===== src/rtl/img_pkg.sv =====
// Shared constants and FSM state encoding for the image RAM read/write masters.
package img_pkg;
    localparam int IMG_ADDR_W = 19;
    localparam int IMG_DATA_W = 8;
    localparam int IMG_W_DEF  = 512;
    localparam int IMG_H_DEF  = 512;

    typedef enum logic [2:0] {
        IDLE,
        SETTLE,
        WAIT,
        OUT,
        FIN
    } state_t;
endpackage


===== src/rtl/img_addr_gen.sv =====
// Raster position tracker for the image reader: walks col/row by STEP and
// produces the RAM address with adds only, plus the final-pixel flag.
module img_addr_gen
    import img_pkg::*;
#(
    parameter int ADDR_W    = IMG_ADDR_W,
    parameter int IMG_W     = IMG_W_DEF,
    parameter int IMG_H     = IMG_H_DEF,
    parameter int STEP      = 2,
    parameter int BASE_ADDR = 0
) (
    input  logic              clk,
    input  logic              rst,
    input  logic              init,
    input  logic              adv,
    output logic [ADDR_W-1:0] addr,
    output logic              last
);
    localparam logic [ADDR_W-1:0] BASE    = ADDR_W'(BASE_ADDR);
    localparam logic [ADDR_W-1:0] ROW_INC = ADDR_W'(STEP * IMG_W);
    localparam logic [ADDR_W:0]   STEP_X  = (ADDR_W+1)'(STEP);
    localparam logic [ADDR_W:0]   W_X     = (ADDR_W+1)'(IMG_W);
    localparam logic [ADDR_W:0]   H_X     = (ADDR_W+1)'(IMG_H);

    logic [ADDR_W-1:0] col;
    logic [ADDR_W-1:0] row;
    logic [ADDR_W-1:0] row_base;
    logic [ADDR_W:0]   col_step;
    logic [ADDR_W:0]   row_step;
    logic              col_wrap;

    // One extra bit so the end-of-row compare cannot wrap.
    assign col_step = {1'b0, col} + STEP_X;
    assign row_step = {1'b0, row} + STEP_X;
    assign col_wrap = (col_step >= W_X);
    assign last     = col_wrap && (row_step >= H_X);

    always_ff @(posedge clk or posedge rst) begin
        if (rst) begin
            col      <= '0;
            row      <= '0;
            row_base <= BASE;
            addr     <= BASE;
        end else if (init) begin
            col      <= '0;
            row      <= '0;
            row_base <= BASE;
            addr     <= BASE;
        end else if (adv) begin
            if (!col_wrap) begin
                col  <= col_step[ADDR_W-1:0];
                addr <= row_base + col_step[ADDR_W-1:0];
            end else begin
                col      <= '0;
                row      <= row_step[ADDR_W-1:0];
                row_base <= row_base + ROW_INC;
                addr     <= row_base + ROW_INC;
            end
        end
    end
endmodule


===== src/rtl/img_ram_reader.sv =====
// Read-side master for the image input RAM: one outstanding fetch at a time,
// optional STEP decimation, pixels streamed out on valid/ready.
//   state  | meaning
//   IDLE   | waiting for start
//   SETTLE | one cycle after an address change, stale ram_ready ignored
//   WAIT   | waiting for ram_ready, timeout counter running
//   OUT    | pixel presented until accepted
//   FIN    | done pulse, back to IDLE
module img_ram_reader
    import img_pkg::*;
#(
    parameter int ADDR_W    = IMG_ADDR_W,
    parameter int DATA_W    = IMG_DATA_W,
    parameter int IMG_W     = IMG_W_DEF,
    parameter int IMG_H     = IMG_H_DEF,
    parameter int STEP      = 2,
    parameter int BASE_ADDR = 0,
    parameter int TIMEOUT   = 255
) (
    input  logic              clk,
    input  logic              rst,
    input  logic              start,
    output logic              busy,
    output logic              done,
    output logic              err,
    output logic [ADDR_W-1:0] ram_addr,
    input  logic [DATA_W-1:0] ram_q,
    input  logic              ram_ready,
    output logic [DATA_W-1:0] pix_data,
    output logic              pix_valid,
    input  logic              pix_ready,
    output logic              pix_last
);
    localparam logic [7:0] TCNT_MAX = 8'(TIMEOUT);

    if ((longint'(BASE_ADDR) + longint'(IMG_W) * longint'(IMG_H) > (longint'(1) << ADDR_W))
        || (STEP < 1) || (TIMEOUT > 255) || (TIMEOUT < 0)) begin : g_bad_cfg
        $error("img_ram_reader: image does not fit address space or bad STEP/TIMEOUT");
    end

    state_t     state, state_nxt;
    logic [7:0] tcnt;
    logic       gen_init;
    logic       gen_adv;
    logic       gen_last;

    img_addr_gen #(
        .ADDR_W    (ADDR_W),
        .IMG_W     (IMG_W),
        .IMG_H     (IMG_H),
        .STEP      (STEP),
        .BASE_ADDR (BASE_ADDR)
    ) u_addr_gen (
        .clk  (clk),
        .rst  (rst),
        .init (gen_init),
        .adv  (gen_adv),
        .addr (ram_addr),
        .last (gen_last)
    );

    always_comb begin
        state_nxt = state;
        gen_init  = 1'b0;
        gen_adv   = 1'b0;
        case (state)
            IDLE: begin
                if (start) begin
                    state_nxt = SETTLE;
                    gen_init  = 1'b1;
                end
            end
            SETTLE: state_nxt = WAIT;
            WAIT: begin
                if (ram_ready)             state_nxt = OUT;
                else if (tcnt == TCNT_MAX) state_nxt = FIN;
            end
            OUT: begin
                if (pix_ready) begin
                    if (pix_last) begin
                        state_nxt = FIN;
                    end else begin
                        state_nxt = SETTLE;
                        gen_adv   = 1'b1;
                    end
                end
            end
            FIN:     state_nxt = IDLE;
            default: state_nxt = IDLE;
        endcase
    end

    // done/busy are updated on the edge entering FIN so done is high while in FIN.
    always_ff @(posedge clk or posedge rst) begin
        if (rst) begin
            state     <= IDLE;
            busy      <= 1'b0;
            done      <= 1'b0;
            err       <= 1'b0;
            pix_data  <= '0;
            pix_valid <= 1'b0;
            pix_last  <= 1'b0;
            tcnt      <= '0;
        end else begin
            state <= state_nxt;
            done  <= 1'b0;
            case (state)
                IDLE: begin
                    if (start) begin
                        err  <= 1'b0;
                        busy <= 1'b1;
                    end
                end
                SETTLE: tcnt <= '0;
                WAIT: begin
                    if (ram_ready) begin
                        pix_data  <= ram_q;
                        pix_valid <= 1'b1;
                        pix_last  <= gen_last;
                    end else begin
                        tcnt <= tcnt + 8'd1;
                        if (tcnt == TCNT_MAX) begin
                            err  <= 1'b1;
                            done <= 1'b1;
                            busy <= 1'b0;
                        end
                    end
                end
                OUT: begin
                    if (pix_ready) begin
                        pix_valid <= 1'b0;
                        pix_last  <= 1'b0;
                        if (pix_last) begin
                            done <= 1'b1;
                            busy <= 1'b0;
                        end
                    end
                end
                default: ;
            endcase
        end
    end
endmodule

===== config.mk =====
export PLATFORM = sky130hd
export DESIGN_NAME = img_ram_reader
export DESIGN_NICKNAME = d
export VERILOG_FILES = /design/src/rtl/img_pkg.sv /design/src/rtl/img_addr_gen.sv /design/src/rtl/img_ram_reader.sv
export SDC_FILE = /design/constraint.sdc
export NUM_CORES = 1
export LEC_CHECK = 0
export BUFFER_PORTS_ARGS = -buffer_cell sky130_fd_sc_hd__clkbuf_2
export CAP_MARGIN = 10
export CORE_MARGIN = 1
export CORE_UTILIZATION = 50
export CTS_CLUSTER_DIAMETER = 30
export DETAILED_ROUTE_END_ITERATION = 7
export HOLD_SLACK_MARGIN = 0.05
export PLACE_DENSITY_LB_ADDON = 0.25
export SYNTH_ARGS = -nofsm -noshare
export SYNTH_HDL_FRONTEND = slang
export SYNTH_HIERARCHICAL = 1
export SYNTH_SLANG_ARGS = --single-unit

===== constraint.sdc =====
create_clock -name clk -period 2.6 [get_ports clk]
set_input_delay 0.39 -clock clk [delete_from_list [all_inputs] [get_ports clk]]
set_output_delay 0.39 -clock clk [all_outputs]
set_load 0.01 [all_outputs]

==> qor.txt <==
Run status: finished clean
Synth Area in Compound Gates: 13.6%
Switch share: 33.9%
Synth Area in Adders: 3.30%
Wire length per cell: 14.9 um
Crit end category: flip-flop
Slew margin rel.: 40.0%
Main combinational cell family by area after synthesis: simple AND/OR/NAND/NOR gates
Async set-reset flop share out of synthesis: 100%
Most common cell after layout, fill and taps aside: dfrtp_1
Pwr dens: 685 nW/um2
Initial DRC Count: 199
# DRC: 0
Initial core utilization: 52.4%
Worst Path Arrival: 2.78 ns
Final instance area: 5910 um2
Width of the die: 101 um
Leak: 0.00275 uW
Vias in the first global route: 3,843
Worst-margin pin slew: 0.899 ns
DR pass1 iterations: 5
Period utilisation layout: 97.4%
Number of port buffers: 44
Reg power frac: 43.5%
Unique cell type count in the Yosys netlist: 60
Clock Latency Late Sink: 0.35 ns
Switch Pwr: 1370 uW
Cell count after placement: 706
Global-route wire length before repair: 18,200 um
Worst Setup Start Kind: flip-flop
Highest Clock Rate: 395 MHz
CP max FO: 4
Final setup violating endpoints: 0
Via density: 5.65
Final Hold Viols: 0
Die ar.: 10,300 um2
Register area: 2200 um2
CTS root buf: clkbuf_8
GRT overflow: 0
Minimum clock period: 2.53 ns
WP data required: 2.85 ns
Tot GR Track Use: 22.2%
Critical Setup Path Class: flip-flop to flip-flop
GP Congestion: 0.866
Power Internal: 2680 uW
YS warnings: 6
Top FF cell, synth: dfrtp_1
Peak supply drop: 378 uV
Number of enable flip-flop cells after synthesis: 0
Worst clock skew: 0.0156 ns
Mapped Cells: 523
H-tree Lvls: 3
Commonest cells after routing, fill and taps aside: dfrtp_1 (86), clkbuf_2 (44), nand2_1 (43), buf_4 (42), nor2_1 (39)
Final WL: 10,800 um
Max Slew Vio Count: 0
Syn Area/Cell: 9.43 um2
Row count: 35
Syn Std Cell Area: 4930 um2
Chip height: 101 um
Clk sinks: 88
CTS buffer count: 9
Sequential share of the synthesized area: 44.6%
Area grow syn2layout: 19.9%
Vias: 4,107
RSZ-0062 raised after global routing: yes
Clock share of power: 27.7%
DP Area: 5540 um2
Area of the multi-input gates: 2670 um2
Combinational share of power: 28.8%
Antenna violations before repair: 0
Max-cap violation count: 0
Post-DP HPWL: 7750 um
Core region area: 9420 um2
Synth Area in XOR/XNOR: 7.81%
CTS tree: built
Layout cell share with drive strength beyond 1: 23.7%
Ant diodes: 0
IO Pins: 45
Post-DRT Antenna Nets: 0
Layout Cells excl Fill: 727
HP Class: primary input to async pin
Clock transition at path regs: 0.09 ns
Simple-gate share of the synthesized area: 22.8%
Register bit total from synthesis: 88
Post-synthesis mux area share: 3.88%
Fill count: 791
Final nets: 620
CTS Buffer Depth: 2
Syn Nets: 549
Largest net degree at the start of global routing: 42
## routing by layer
metal	part of all wire, %	vias to the layer above	global-route usage [%]
li1	-	2000	-
met1	47	1994	31.3
met2	47	103	36.1
met3	4.6	10	2.62
met4	1.1	0	6.69
met5	0	-	0
## path summary, 6_finish.rpt
path,start,cells after the start,slack [ns],endpoint
max,u_addr_gen/col[1]$_DFFE_PP0P_,14,0.07,u_addr_gen/addr[14]$_DFFE_PP0P_
min,rst,2,0.07,u_addr_gen/addr[9]$_DFFE_PP0P_
max reg2reg,u_addr_gen/col[1]$_DFFE_PP0P_,14,0.07,u_addr_gen/addr[14]$_DFFE_PP0P_
min reg2reg,pix_valid$_DFFE_PP0P_,1,0.48,pix_valid$_DFFE_PP0P_
max in group asynchronous,rst,2,1.82,pix_data[7]$_DFFE_PP0P_
min in group clk,ram_q[2],2,0.26,pix_data[2]$_DFFE_PP0P_
## what timing repair did
item                                   4_1_cts  5_1_grt
setup endpoints to repair                    2       29
hold buffers                                 0        0
buffers inserted                             0        6
pin swaps                                    0       18
gates resized for setup                      3       21
endpoints found under the hold margin        0        0
## cell families after synthesis
group,Yosys count
simple gates,209
compound gates,107
flops,88
xor+xnor,44
buf+inv,44
mux,18
fa+ha+maj,13
## power groups by stage
stage / combinational, uW / clock, uW / sequential, uW
after floorplan: 758 / 0 / 1790
final: 1170 / 1120 / 1760
after global routing: 1300 / 1200 / 1800
after detailed placement: 1160 / 0 / 1790
after global placement: 1120 / 0 / 1770
after CTS: 1160 / 1150 / 1760
## layout make-up
type | count | share of cell area, %
Tap cell | 129 | 2.73
Clock inverter | 5 | 1.80
Sequential cell | 88 | 37.3
Clock buffer | 10 | 2.16
Inverter | 15 | 0.952
Timing Repair Buffer | 89 | 9.92
Multi-Input combinational cell | 391 | 45.2
## Yosys cell counts (2+ instances only)
| cell | count | share of area, % |
|---|---|---|
| dfrtp_1 | 88 | 45 |
| nand2_1 | 44 | 3.3 |
| nor2_1 | 42 | 3.2 |
| o21ai_0 | 39 | 4.0 |
| nand3_1 | 35 | 3.6 |
| a21oi_1 | 25 | 2.5 |
| xnor2_1 | 22 | 3.9 |
| xor2_1 | 22 | 3.9 |
| or3_1 | 16 | 2.0 |
| clkbuf_1 | 15 | 1.1 |
| and2_1 | 14 | 1.8 |
| inv_1 | 14 | 1.1 |
| ha_1 | 13 | 3.3 |
| buf_2 | 10 | 1.0 |
| mux2i_1 | 9 | 1.8 |
| nand4_1 | 9 | 1.1 |
| and3_1 | 8 | 1.0 |
| o211ai_1 | 7 | 1.1 |
| mux2_1 | 6 | 1.4 |
| nor3_1 | 6 | 0.61 |
| nor4_1 | 6 | 0.76 |
| nand2b_1 | 5 | 0.63 |
| nor2b_1 | 5 | 0.63 |
| a21o_1 | 4 | 0.61 |
| o21ai_1 | 4 | 0.41 |
| o311ai_0 | 4 | 0.71 |
| and4_1 | 3 | 0.53 |
| buf_4 | 3 | 0.46 |
| mux2_2 | 3 | 0.68 |
| o31ai_1 | 3 | 0.46 |
| or4_1 | 3 | 0.46 |
| a2111o_1 | 2 | 0.46 |
| a211oi_1 | 2 | 0.30 |
| a22o_1 | 2 | 0.36 |
| a41o_1 | 2 | 0.41 |
| nand4_2 | 2 | 0.51 |
| nor3_2 | 2 | 0.41 |
| o21bai_1 | 2 | 0.30 |
## through the flow
step / hold slack (ns) / setup WS [ns] / TNS [ns] / util [%] / total power [uW]
final: 0.0702 / 0.0685 / 0 / 62.8 / 4050
after CTS: 0.0775 / 0.00492 / 0 / 61.5 / 4070
after global placement: 0.459 / 0.0527 / 0 / 58.8 / 2900
after global routing: 0.118 / -0.0961 / -0.192 / 62.8 / 4300
after floorplan: 0.405 / 0.0249 / 0 / - / 2550
after detailed placement: 0.463 / -0.00534 / -0.00534 / 58.8 / 2940
## flip-flops by register name (all words and copies together) (netlist names)
signal               cells
u_addr_gen/addr         19
u_addr_gen/col          18
u_addr_gen/row          18
u_addr_gen/row_base      9
pix_data                 8
tcnt                     8
state                    3
busy                     1
done                     1
err                      1
pix_last                 1
pix_valid                1
## worst max-delay path, cell delays in order, from the launching register on
cell and delay [ns]:
dfrtp_2 0.40, ha_4 0.15, nand4_4 0.16, nor2_4 0.17, nand3_2 0.10, xnor2_1 0.13
ha_1 0.31, buf_4 0.15, a21o_1 0.16, a21oi_2 0.15, nor2b_1 0.07, nor2_1 0.12
xnor2_1 0.15, nand3_1 0.12, o311ai_2 0.09
Power figures use the tool's default switching activity.
